**src/rtl/mips_pkg.sv**
```systemverilog
// Store-path encodings shared by the store unit and its lane aligner.
package mips_pkg;

    localparam logic [1:0] SZ_BYTE = 2'b00;
    localparam logic [1:0] SZ_HALF = 2'b01;
    localparam logic [1:0] SZ_WORD = 2'b10;
    localparam logic [1:0] SZ_RSVD = 2'b11;

    typedef enum logic {
        IDLE     = 1'b0,
        WAIT_ACK = 1'b1
    } st_state_e;

endpackage

```
**src/rtl/store_lane_align.sv**
```systemverilog
// Maps a store (size, low address bits, register data) onto 32-bit memory byte lanes.
module store_lane_align
    import mips_pkg::*;
(
    input  logic [1:0]  size_i,
    input  logic [1:0]  addr_lo_i,
    input  logic [31:0] data_i,
    output logic [31:0] wdata_o,
    output logic [3:0]  be_o,
    output logic        misaligned_o
);

    always_comb begin
        wdata_o      = data_i;
        be_o         = 4'b0000;
        misaligned_o = 1'b0;
        case (size_i)
            SZ_BYTE: begin
                wdata_o = {4{data_i[7:0]}};
                be_o    = 4'b0001 << addr_lo_i;
            end
            SZ_HALF: begin
                wdata_o      = {2{data_i[15:0]}};
                be_o         = addr_lo_i[1] ? 4'b1100 : 4'b0011;
                misaligned_o = addr_lo_i[0];
            end
            SZ_WORD: begin
                be_o         = 4'b1111;
                misaligned_o = |addr_lo_i;
            end
            // Reserved size is rejected the same way as a misaligned store.
            default: misaligned_o = 1'b1;
        endcase
    end

endmodule

```
**src/rtl/store_unit.sv**
```systemverilog
// Store unit: accepts one store at a time, issues a data-memory write and waits for ack or timeout.
module store_unit
    import mips_pkg::*;
#(
    parameter int ACK_TIMEOUT = 256
) (
    input  logic        clk,
    input  logic        rst_n,
    input  logic        st_valid,
    input  logic [1:0]  st_size,
    input  logic [31:0] st_addr,
    input  logic [31:0] st_data,
    output logic        st_ready,
    output logic        mem_req,
    output logic [31:0] mem_addr,
    output logic [31:0] mem_wdata,
    output logic [3:0]  mem_be,
    input  logic        mem_ack,
    output logic        done,
    output logic        align_err,
    output logic        timeout_err
);

    // Counter value seen in the last WAIT_ACK cycle that may still receive an ack.
    localparam logic [15:0] CNT_LAST = 16'(ACK_TIMEOUT - 1);

    st_state_e   state_q, state_d;
    logic [31:0] addr_q, addr_d;
    logic [31:0] wdata_q, wdata_d;
    logic [3:0]  be_q, be_d;
    logic [15:0] cnt_q, cnt_d;
    logic        done_q, done_d;
    logic        aerr_q, aerr_d;
    logic        terr_q, terr_d;

    logic [31:0] lane_wdata;
    logic [3:0]  lane_be;
    logic        lane_misaligned;

    store_lane_align u_align (
        .size_i       (st_size),
        .addr_lo_i    (st_addr[1:0]),
        .data_i       (st_data),
        .wdata_o      (lane_wdata),
        .be_o         (lane_be),
        .misaligned_o (lane_misaligned)
    );

    always_comb begin
        state_d = state_q;
        addr_d  = addr_q;
        wdata_d = wdata_q;
        be_d    = be_q;
        cnt_d   = cnt_q;
        done_d  = 1'b0;
        aerr_d  = 1'b0;
        terr_d  = 1'b0;
        if (state_q == IDLE) begin
            if (st_valid) begin
                if (lane_misaligned) begin
                    aerr_d = 1'b1;
                end else begin
                    state_d = WAIT_ACK;
                    addr_d  = {st_addr[31:2], 2'b00};
                    wdata_d = lane_wdata;
                    be_d    = lane_be;
                    cnt_d   = '0;
                end
            end
        end else begin
            // An ack arriving in the final allowed cycle takes priority over the timeout.
            if (mem_ack) begin
                state_d = IDLE;
                done_d  = 1'b1;
            end else if (cnt_q == CNT_LAST) begin
                state_d = IDLE;
                terr_d  = 1'b1;
                cnt_d   = cnt_q + 16'd1;
            end else begin
                cnt_d = cnt_q + 16'd1;
            end
        end
    end

    always_ff @(posedge clk or negedge rst_n) begin
        if (!rst_n) begin
            state_q <= IDLE;
            addr_q  <= '0;
            wdata_q <= '0;
            be_q    <= '0;
            cnt_q   <= '0;
            done_q  <= 1'b0;
            aerr_q  <= 1'b0;
            terr_q  <= 1'b0;
        end else begin
            state_q <= state_d;
            addr_q  <= addr_d;
            wdata_q <= wdata_d;
            be_q    <= be_d;
            cnt_q   <= cnt_d;
            done_q  <= done_d;
            aerr_q  <= aerr_d;
            terr_q  <= terr_d;
        end
    end

    assign st_ready    = (state_q == IDLE);
    assign mem_req     = (state_q == WAIT_ACK);
    assign mem_addr    = addr_q;
    assign mem_wdata   = wdata_q;
    assign mem_be      = be_q;
    assign done        = done_q;
    assign align_err   = aerr_q;
    assign timeout_err = terr_q;

endmodule

```
**config.mk**
```make
export PLATFORM = sky130hd
export DESIGN_NAME = store_unit
export DESIGN_NICKNAME = d
export VERILOG_FILES = /design/src/rtl/mips_pkg.sv /design/src/rtl/store_lane_align.sv /design/src/rtl/store_unit.sv
export SDC_FILE = /design/constraint.sdc
export NUM_CORES = 1
export LEC_CHECK = 0
export CORE_MARGIN = 2
export CORE_UTILIZATION = 35
export DETAILED_ROUTE_END_ITERATION = 16
export PLACE_DENSITY = 0.72
export SKIP_LAST_GASP = 1
export SYNTH_ARGS = -nofsm -noshare
export SYNTH_HDL_FRONTEND = slang
export SYNTH_SLANG_ARGS = --single-unit
```
**constraint.sdc**
```tcl
create_clock -name clk -period 1.5 [get_ports clk]
set_clock_uncertainty 0.05 [all_clocks]
set_input_delay 0.225 -clock clk [delete_from_list [all_inputs] [get_ports clk]]
set_output_delay 0.225 -clock clk [all_outputs]
set_load 0.01 [all_outputs]
```
==> results.md, run 1 <==
## Route
- 4.90 — Vias/cell
- 15.7 µm — WL/cell
- 4 — number of search-and-repair iterations in the first detailed-routing pass
- 0 — remaining number of nets flagged by the antenna check after routing
- 11.9 mm — drt total wl
- 0 — number of remaining DRC errors
- 3707 — via total after detailed routing
- 161 — 1st-iter DRT viols

## Pwr
- 25.7% — part of the power in the clock network
- 30.9% — net switching fraction of the power
- 2.13 mW — switching power total
- 30.3% — part of the total power dissipated in combinational logic
- 0.000531 V — VDD IR max
- 1080 nW/µm² — Cell Pwr Density
- 4.75 mW — design internal power
- 44.0% — sequential group share of total power
- 3.27 nW — Leakage

## Setup path
- cnt_q[9] — last element of the critical path
- 5 — total number of cells along the worst setup path
- 0.43 ns — highest cell delay on the worst timing path
- simple AND/OR/NAND/NOR gates — kind of cell adding the most delay to the critical path
- flop to flop — kind of critical path
- cnt_q[9] — capturing point of the worst reg2reg path
- 5 — Register-to-Register Path Depth
- dfrtp_2 — slowest cell on the critical path
- 5 — critical path peak fanout
- buf_4 -> nand4_1 -> nor2_2 -> a21oi_1 -> a211o_1 — cells traversed along the worst timing path
- -0.06 ns — R2R setup slack
- cnt_q[0] — Critical Path Start
- 1.70 ns — worst endpoint required time
- 1 — Buf+Inv Stages, Crit Path
- 1.76 ns — arrival time of data at the critical path endpoint
- flop — CP Capture Type
- cnt_q[0] — launching point of the worst reg2reg path
- flop — type of origin of the critical path

## STA
- -0.0574 ns — slack of the critical path
- 0.336 ns — Hold Worst Slack
- yes — RSZ-0062 raised after global routing
- 0 — final hold violation count
- 104% — Period Utilization, post-route
- 0.642 GHz — maximum clock rate
- 17 — count of final setup violators
- 0 — number of pins exceeding their max-slew limit in the final report
- -0.362 ns — total negative slack for setup checks
- 1.56 ns — time the final worst path needs with I/O delays and setup

## Finish
- 990 — final-layout fill cell count
- 20.4% — fraction of final layout cells with drive strength greater than 1
- 757 — non-filler instance count after layout
- 683 — net count reported at finish
- 0 — antenna cells
- 61.8% — synth-to-layout area growth

## Clock tree
- clkbuf_8 — library cell used as clock root buffer
- 2 — Clock Tree Buf Depth
- 0.09 ns — post-CTS clock slew at the launch and capture registers of the worst setup and hold paths
- 3 — H-Tree Depth
- 86 — clock sink count
- 0.36 ns — later-pin clock latency in the skew report
- 9 — TritonCTS buffer count
- yes — TritonCTS clock tree

## Synthesis
- nand2_1 — cell with the most instances after synthesis
- dfrtp_1 55%, nand2_1 14%, mux2i_1 6.4% — top post-synthesis cells by area
- 45 — number of library cell types mapped by synthesis
- 150 x nand2_1, 86 x dfrtp_1, 31 x o21ai_0 — top post-synthesis cells by count
- 3920 µm² — cell area after synthesis
- 100% — proportion of register bits with asynchronous set or reset after synthesis
- dfrtp_1 — Synth Flop Type
- dfrtp_1 — largest area contributor in the netlist
- 0 — Yosys warning total
- 0 — count of flip-flops with a built-in enable after synthesis
- 424 — number of cells produced by synthesis
- 54.9% — sequential element share of the synthesized area
- 54.9% — Synth top area share
- 9.25 µm² — average footprint of a synthesized cell
- 86 — flop and latch count out of synthesis

## Run
- 0 — total of max-cap violations

## GRT
- 0 — overflow left after global routing
- 3706 — number of global-route vias before repair
- 18.3 mm — first-pass GRT wire length
- 87 — largest net degree at the start of global routing
- 0 — initial antenna violation count
- 19.5% — overall routing resource usage

## Floorplanning
- 36.0% — starting density of the core
- 110 µm — Die Span X
- 110 µm — die outline height
- 38 — number of rows in the core area
- 10900 µm² — CORE AREA
- 143 — I/O pin cnt
- 12100 µm² — total die area

## Placement
- 140 — count of input and output buffers
- 8.11 mm — Detailed Place HPWL
- 0.857 — routability congestion estimate from global placement
- 728 — Cells after DPL

## Min path
- primary input to flop — kind of path behind the tightest hold check

## Outcome
- negative setup slack — violations in the final reports
- finished with violations — status

-- cell type report --
class	instances	area (µm²)	share of cell area (%)
inverters	4	15.0	0.237
well taps	140	175	2.76
clock inverters	7	88.8	1.40
multi-input cells	306	1830	28.8
repair buffers	205	1960	30.9
clock buffers	9	124	1.95
flip-flops and latches	86	2160	34.0
-- cell families after synthesis --
family                     after synthesis  share of synthesized area [%]
xor gates and xnor gates                 9                           2.01
buffers and inverters                   33                           4.08
AOI/OAI and AO/OA                       60                           8.90
other                                    1                         0.0956
adders and majority gates                1                          0.319
muxes                                   25                           6.38
and+or+nand+nor                        209                           23.3
DFF                                     86                           54.9
-- through the flow --
step	total power, mW	setup slack (ns)	area [µm²]	utilization (%)
after detailed placement	5.31	-0.335	5830	53.6
final	6.88	-0.0574	6340	58.3
after floorplan	3.83	-0.0197	3940	-
after global placement	5.24	-0.292	5830	53.6
after global routing	7.29	-0.108	6340	58.3
after CTS	6.86	-0.201	6120	56.3
-- how the worst min path moves through the flow --
stage | cells after the start | startpoint | end
finish | 3 | st_addr[2] | mem_addr[2]
global route | 3 | st_addr[2] | mem_addr[2]
global placement | 2 | rst_n | cnt_q[8]
floorplan | 0 | rst_n | align_err
detailed placement | 2 | rst_n | cnt_q[8]
CTS | 3 | st_addr[2] | mem_addr[2]
-- state kept, by name, indices dropped and copies added, names as in the netlist --
signal / cells
mem_wdata: 32
mem_addr: 30
cnt_q: 16
mem_be: 4
align_err: 1
done: 1
mem_req: 1
timeout_err: 1
-- power by group through the flow --
stage	registers, mW	logic (mW)	clock network (mW)
after floorplan	3.27	0.566	0
after global placement	3.07	2.17	0
after detailed placement	3.08	2.22	0
after CTS	3.03	2.00	1.83
after global routing	3.09	2.29	1.92
final	3.03	2.09	1.77
-- layer usage --
layer | up-vias | share of wire (%) | wire [µm] | global-route usage (%)
li1 | 1783 | - | - | -
met1 | 1782 | 43 | 5100 | 25.6
met2 | 123 | 48 | 5710 | 31.0
met3 | 19 | 7.2 | 851 | 5.57
met4 | 0 | 1.7 | 196 | 6.42
met5 | - | 0 | 0 | 0
-- worst min-delay path, delay by kind of cell --
family,cells,cell delay (ns)
buf+inv,1,0.39
simple gates,2,0.09
-- placed cells by master, fill, tap and decap left out, drive strengths merged, types with 3 or more instances in the layout --
cell type,count
o21ai,33
nand2,150
a21oi,12
clkdlybuf4s50,68
mux2i,25
nand3,5
buf,64
clkbuf,10
clkinv,5
and3,3
inv,4
nor2,21
nor4,9
nand4,6
xnor2,5
dlygate4sd2,69
dfrtp,86
a211o,4
xor2,4
nand4b,3
-- timing repair --
action / 4_1_cts / 5_1_grt
gates resized for setup: 87 / 49
endpoints found under the hold margin: 86 / 0
gates cloned: 1 / 1
endpoints found under the setup margin: 128 / 61
setup buffers: 5 / 6
pin swaps: 3 / 37
hold buffers: 1 / 0
Note: power is estimated with default switching activity, not from simulation.
==> inputs of run 2 (changes only) <==
--- a/config.mk
+++ b/config.mk
@@ -8,6 +8,7 @@
 export CORE_MARGIN = 2
 export CORE_UTILIZATION = 35
 export DETAILED_ROUTE_END_ITERATION = 16
+export GPL_ROUTABILITY_DRIVEN = 1
 export PLACE_DENSITY = 0.72
 export SKIP_LAST_GASP = 1
 export SYNTH_ARGS = -nofsm -noshare
==> results of run 2 <==
The final DEF is identical to that of run 1; final timing and power are the same.
==> inputs of run 3 (changes only) <==
--- a/config.mk
+++ b/config.mk
@@ -5,6 +5,7 @@
 export SDC_FILE = /design/constraint.sdc
 export NUM_CORES = 1
 export LEC_CHECK = 0
+export ABC_AREA = 0
 export CORE_MARGIN = 2
 export CORE_UTILIZATION = 35
 export DETAILED_ROUTE_END_ITERATION = 16
==> results of run 3 <==
The final DEF is identical to that of run 1; final timing and power are the same.
